### src/rtl/serial_paralelo_if.sv
// Lane-side bundle for the serial-to-parallel receiver: serial bit input plus
// the reassembled symbol, its strobe and the alignment status.
interface serial_paralelo_if #(
    parameter int cantBits = 8
);
    logic                enb;
    logic                entrada;
    logic [cantBits-1:0] salida;
    logic                valid;
    logic                active;

    modport master (
        output enb,
        output entrada,
        input  salida,
        input  valid,
        input  active
    );

    modport slave (
        input  enb,
        input  entrada,
        output salida,
        output valid,
        output active
    );
endinterface

### src/rtl/serial_paralelo.sv
// Serial-to-parallel lane receiver: locks onto symbol boundaries after numCOM
// consecutive aligned COM symbols, then emits each symbol with a valid strobe.
module serial_paralelo #(
    parameter int                  cantBits = 8,
    parameter logic [cantBits-1:0] COM      = 8'hBC,
    parameter int                  numCOM   = 4
) (
    input  logic             clk,
    input  logic             reset,
    serial_paralelo_if.slave lane
);
    localparam int BCW = (cantBits > 1) ? $clog2(cantBits) : 1;
    localparam int CCW = $clog2(numCOM + 1);
    localparam logic [BCW-1:0] LAST = BCW'(cantBits - 1);
    localparam logic [CCW-1:0] NCOM = CCW'(numCOM);

    typedef enum logic {ST_INACTIVE, ST_ACTIVE} state_t;

    state_t              state_q, state_d;
    logic [cantBits-1:0] sr_q, sr_d;
    logic [cantBits-1:0] salida_q, salida_d;
    logic [BCW-1:0]      bitCnt_q, bitCnt_d;
    logic [CCW-1:0]      comCnt_q, comCnt_d;
    logic                valid_q, valid_d;
    logic [cantBits-1:0] window;
    logic                at_boundary;
    logic                com_hit;

    // window is the shift register contents once the current bit is shifted in
    assign window      = {sr_q[cantBits-2:0], lane.entrada};
    assign at_boundary = (bitCnt_q == LAST);
    assign com_hit     = (window == COM);

    always_ff @(posedge clk) begin
        if (reset) begin
            state_q  <= ST_INACTIVE;
            sr_q     <= '0;
            salida_q <= '0;
            bitCnt_q <= '0;
            comCnt_q <= '0;
            valid_q  <= 1'b0;
        end else begin
            state_q  <= state_d;
            sr_q     <= sr_d;
            salida_q <= salida_d;
            bitCnt_q <= bitCnt_d;
            comCnt_q <= comCnt_d;
            valid_q  <= valid_d;
        end
    end

    always_comb begin
        state_d  = state_q;
        sr_d     = sr_q;
        salida_d = salida_q;
        bitCnt_d = bitCnt_q;
        comCnt_d = comCnt_q;
        valid_d  = 1'b0;
        if (lane.enb) begin
            sr_d = window;
            if (state_q == ST_INACTIVE) begin
                // A COM with no count pending may sit anywhere and realigns the boundary
                if (com_hit && (comCnt_q == '0 || at_boundary)) begin
                    bitCnt_d = '0;
                    if (comCnt_q != NCOM) begin
                        comCnt_d = comCnt_q + 1'b1;
                    end
                    if (comCnt_d == NCOM) begin
                        state_d = ST_ACTIVE;
                    end
                end else if (at_boundary) begin
                    comCnt_d = '0;
                    bitCnt_d = '0;
                end else begin
                    bitCnt_d = bitCnt_q + 1'b1;
                end
            end else begin
                if (at_boundary) begin
                    salida_d = window;
                    valid_d  = 1'b1;
                    bitCnt_d = '0;
                end else begin
                    bitCnt_d = bitCnt_q + 1'b1;
                end
            end
        end
    end

    always_comb begin
        lane.active = (state_q == ST_ACTIVE);
        lane.salida = salida_q;
        lane.valid  = valid_q;
    end
endmodule

### src/flat_wrapper.sv
// flat-port wrapper written by rule: the top's interface ports become plain ports
module serial_paralelo_flat 
#(
    parameter int                  cantBits = 8,
    parameter logic [cantBits-1:0] COM      = 8'hBC,
    parameter int                  numCOM   = 4
)
  (clk, reset, lane_enb, lane_entrada, lane_salida, lane_valid, lane_active);
  serial_paralelo_if #(.cantBits(cantBits)) lane_i ();
  input  logic clk;
  input  logic reset;
  input wire logic [$bits(lane_i.enb)-1:0] lane_enb;
  input wire logic [$bits(lane_i.entrada)-1:0] lane_entrada;
  output wire logic [$bits(lane_i.salida)-1:0] lane_salida;
  output wire logic [$bits(lane_i.valid)-1:0] lane_valid;
  output wire logic [$bits(lane_i.active)-1:0] lane_active;
  assign lane_i.enb = lane_enb;
  assign lane_i.entrada = lane_entrada;
  assign lane_salida = lane_i.salida;
  assign lane_valid = lane_i.valid;
  assign lane_active = lane_i.active;
  serial_paralelo #(.cantBits(cantBits), .COM(COM), .numCOM(numCOM)) u_core (.clk(clk), .reset(reset), .lane(lane_i));
endmodule
### config.mk
export PLATFORM = sky130hd
export DESIGN_NAME = serial_paralelo_flat
export DESIGN_NICKNAME = d
export VERILOG_FILES = /design/src/rtl/serial_paralelo_if.sv /design/src/rtl/serial_paralelo.sv /design/src/flat_wrapper.sv
export SDC_FILE = /design/constraint.sdc
export NUM_CORES = 1
export LEC_CHECK = 0
export BUFFER_PORTS_ARGS = -buffer_cell sky130_fd_sc_hd__buf_2
export CAP_MARGIN = 5
export CORE_AREA = 2 2 49 51
export CTS_BUF_LIST = sky130_fd_sc_hd__clkbuf_8
export DETAILED_ROUTE_END_ITERATION = 12
export DIE_AREA = 0 0 51 53
export HOLD_SLACK_MARGIN = 0.12
export PLACE_DENSITY = 0.7
export SLEW_MARGIN = 25
export SYNTH_ARGS = -nofsm -noshare
export SYNTH_HDL_FRONTEND = slang
export SYNTH_SLANG_ARGS = --single-unit
### constraint.sdc
create_clock -name clk -period 4.6 [get_ports clk]
set_input_delay 0.23 -clock clk [delete_from_list [all_inputs] [get_ports clk]]
set_output_delay 0.23 -clock clk [all_outputs]
set_load 0.03 [all_outputs]
---- Word-level counts from Yosys, hierarchy flattened ----
Index checks and enable logic that the tools add are counted.
cells by class
  reduce and logical (&&, ||, !) cells .... 7
  eq/ne operators ......................... 4
  mux-type cells .......................... 13
  bitwise logic cells ..................... 2
  add/subtract/negate cells ............... 2
operators by type and width
  operator               number
  $mux W3                9
  $eq A8 B8 Y1 const B   1
  $add A3 B1 Y3 const B  2
  $eq A3 B3 Y1 const B   2
  $reduce_and A3 Y1      2
  $mux W1                4
  $logic_not A3 Y1       1
  $ne A3 B3 Y1 const B   1
  $reduce_or A3 Y1       1
  $not A1 Y1             2
  $reduce_bool A2 Y1     1
  $logic_and A1 B1 Y1    1
  $logic_or A1 B1 Y1     1
word-level totals
  input port bits ......................... 4
  logic and storage cells ................. 34
  register bits after elaboration ......... 23

---- Logic depth before layout (Yosys ltp) ----
  word-level depth ........................ 10
  mapped depth ............................ 7
  depth with buffers taken out ............ 6

---- Worst setup path after synthesis ----
No wires, ideal clock.
  kind .................................... reg-to-reg
  from .................................... register u_core.comCnt_q[0]
  to ...................................... register u_core.comCnt_q[1]
  buffers on the path ..................... 0
  period minus slack after synthesis ...... 1.567 ns
  cell stages (with the launch flop) ...... 7
  slack ................................... 3.033 ns
  arrival ................................. 1.504 ns
  cells stage by stage .................... dfxtp_1 > inv_1 > ha_1 > nor2b_2 > o2111a_2 > mux2_4 > nor2_2
between the ends
  word-level cells in the longest chain between the ends .. 6
  elaborated cells on any way between the ends .. 12
  classes of those cells .................. add/sub (1); eq/ne (1); mux (5); reduce/logical (5)
RTL lines
  element                                               line                                          text
  start: declaration                                    serial_paralelo.sv:23                         logic [CCW-1:0] comCnt_q, comCnt_d;
  start signal: assignment                              serial_paralelo.sv:47                         comCnt_q <= comCnt_d;
  $add A3 B1 Y3 / $ne A3 B3 Y1 (equally long branches)  serial_paralelo.sv:66, serial_paralelo.sv:65
  $mux W3                                               serial_paralelo.sv:65                         if (comCnt_q != NCOM) begin
  $mux W3                                               serial_paralelo.sv:63                         if (com_hit && (comCnt_q == '0 || at_boundary)) begin
  $mux W3                                               serial_paralelo.sv:61                         if (state_q == ST_INACTIVE) begin
  $mux W3                                               serial_paralelo.sv:59                         if (lane.enb) begin
  $mux W3                                               serial_paralelo.sv:63
Several ways; a longest one is shown, not always the timed one. The select of a mux whose other input is x is not followed.
A chain may end at the register's enable or synchronous reset.

---- Worst setup path in the final report ----
Same ends and word-level chain as after synthesis.

==> flow_metrics.py <==
metrics = {
    "grt": {
        "grt_pass1_vias": 763,
        "grt_pass1_wl_um": 3240,
        "grt_max_degree": 24,
        "grt-ovfl-total": 0,
        "antenna_found_initial": 0,
        "grt_usage": 0.158,
    },
    "placement": {
        "portBuffers": 13,
        "hpwl_um": 1360,
        "pre_cts_ws_ps": 2930,
        "dp.cells": 150,
        "placed_area_um2": 1100,
        "gp_congestion": 0.814,
    },
    "sta": {
        "clock_skew_ps": 2.13,
        "final.min_clock_period_ps": 1690,
        "fmax_mhz": 591,
        "hold_viol_final": 0,
        "rsz0062_at_grt": "no",
        "setup_tns_ps": 0,
        "worst_slack_ps": 2910,
        "finalCritPeriodShare": 0.368,
        "whs_ps": 244,
        "drv_slew": 0,
        "worst_pin_slew_ps": 416,
        "relSlewSlack": 0.723,
        "setup_viol": 0,
    },
    "logic_synthesis": {
        "synth-edff-count": 0,
        "synth_cell_type_count": 31,
        "ys.flop_type": "dfxtp_1",
        "synthArstFlopShare": 0,
        "netlist_instances": 115,
        "yosys_register_bits": 23,
        "syn_area_per_cell_um2": 8.93,
        "yosysWarningCount": 0,
        "syn_area_um2": 1030,
        "syn_nets": 123,
        "yosysSeqAreaShare": 0.448,
    },
    "cells_and_area": {
        "syn_to_final_growth_pct": 11.6,
        "final_cells": 154,
        "drive_gt1_frac": 0.190,
        "nets": 135,
        "finalInstanceArea_um2": 1150,
        "n_antenna_cell": 0,
        "postLayoutCoreUtil": 0.533,
    },
    "floorplan": {
        "die_h_um": 53,
        "fp-row-count": 17,
        "dieArea_um2": 2700,
        "start_util": 0.478,
        "num_io_pins": 14,
        "core_um2": 2150,
        "die_x_um": 51,
    },
    "setup_path": {
        "cp_top_family": "flip-flops",
        "worst-path-max-fanout": 7,
        "start_kind": "register",
        "end_kind": "register",
        "cp.arrival_ps": 1890,
        "slowest_delay_ps": 430,
        "critPathBufInv": 1,
        "crit_chain": "inv_1 > ha_1 > nor2b_2 > o2111a_2 > mux2_4 > nor2_2",
        "crit_type": "reg2reg",
        "slowest_stage": "dfxtp_1",
        "cp.required_ps": 4800,
    },
    "clock_network": {
        "cts_tree": "done",
        "cts_buffers": 3,
        "cts_root_buf": "clkbuf_8",
        "clk_pin_slew_worst_paths_ps": 80,
        "clkLatencyLatePin_ps": 250,
        "cts.sinks": 23,
        "cts_setup_buffers": 0,
        "htree_levels": 1,
        "post_cts_resized": 0,
        "holdBufCountCts": 0,
        "cts_buffer_depth": 2,
    },
    "drt": {
        "drt_iter0_drc": 10,
        "viasPerCell": 5.29,
        "wl_per_cell_um": 12.2,
        "finalWirelength_um": 1880,
        "ant_nets": 0,
        "dr.pass1.iters": 4,
        "drc_errors": 0,
        "vias": 815,
    },
    "power_and_ir_drop": {
        "vdd_ir_drop_max_v": 0.000179,
        "total_power_mw": 0.336,
        "power.density_nw_per_um2": 293,
        "p_leak_nw": 0.484,
    },
    "job": {
        "maxCapViolCount": 0,
    },
    "run_status": {
        "run_status": "complete, no violations",
    },
    "worst_hold_path": {
        "hold_class": "in2reg",
    },
}
==> layout by cell type, fill, tap and decap left out, drive strengths merged, types with 3 or more instances in the layout <==
master	instances
inv	4
nand2	19
mux2i	9
a21oi	13
nor2	13
nand3	3
clkbuf	3
ha	4
nor3	3
dfxtp	23
buf	13
==> metal layers <==
metal  wire length [um]  global-route usage  part of all wire
met5                  0                   0                 0
met4                 26              0.0586             0.014
met3                 58              0.0424             0.031
met2                954               0.281              0.51
met1                838               0.182              0.45
==> synthesized netlist by cell type (2+ instances only) <==
library cell	instances	area share
dfxtp_1	23	0.45
nand2_1	19	0.069
a21oi_1	13	0.063
nor2_1	12	0.044
mux2i_1	9	0.088
ha_1	4	0.049
clkbuf_1	3	0.011
inv_1	3	0.011
nand3_1	3	0.015
buf_2	2	0.0097
nand2b_1	2	0.012
nand3b_1	2	0.015
nor3_1	2	0.0097
==> layout make-up <==
class,count,area [um^2]
multi-input combinational,83,529
sequential,23,460
clock inverter,1,3.75
clock buffer,3,41.3
timing repair buffer,13,65.1
fill,207,1000
tap,28,35.0
inverter,3,11.3
==> worst reg2reg max path, stage by stage (launching register included) <==
cell	delay (ps)
dfxtp_1	430
inv_1	90
ha_1	250
nor2b_2	180
o2111a_2	310
mux2_4	310
nor2_2	70
==> final timing paths <==
path                            slack (ps)                   from               endpoint  cells after the start
worst min register to register         450  u_core.lane.salida[7]  u_core.lane.salida[7]                      2
worst max-delay path                  2910     u_core.comCnt_q[0]     u_core.comCnt_q[1]                      6
worst min-delay path                   240           lane_entrada  u_core.lane.salida[0]                      3
worst max register to register        2910     u_core.comCnt_q[0]     u_core.comCnt_q[1]                      6
==> where the power goes <==
part           internal [mW]  switching (mW)  leakage (nW)  total, mW
clock network         0.0594          0.0596        0.0269      0.119
registers              0.201         0.00199         0.186      0.203
logic                0.00569         0.00830         0.271     0.0140
total                  0.266          0.0699         0.484      0.336
==> cell families (layout without fill, tap and decap cells) <==
group	after synthesis	in the layout	synth area share
adder cells (fa/ha/maj)	4	4	0.0487
flip-flops	23	23	0.448
buffers and inverters	9	20	0.0365
multiplexers	11	11	0.113
AO/OA/AOI/OAI	20	20	0.119
AND/OR/NAND/NOR	48	48	0.234
==> flip-flops by register name, summed over array words and instances (netlist names) <==
register / cells
u_core.lane.active: 1
u_core.comCnt_q: 3
u_core.lane.valid: 1
u_core.sr_q: 7
u_core.lane.salida: 8
u_core.bitCnt_q: 3
No activity file was read; power rests on OpenSTA's default activity.
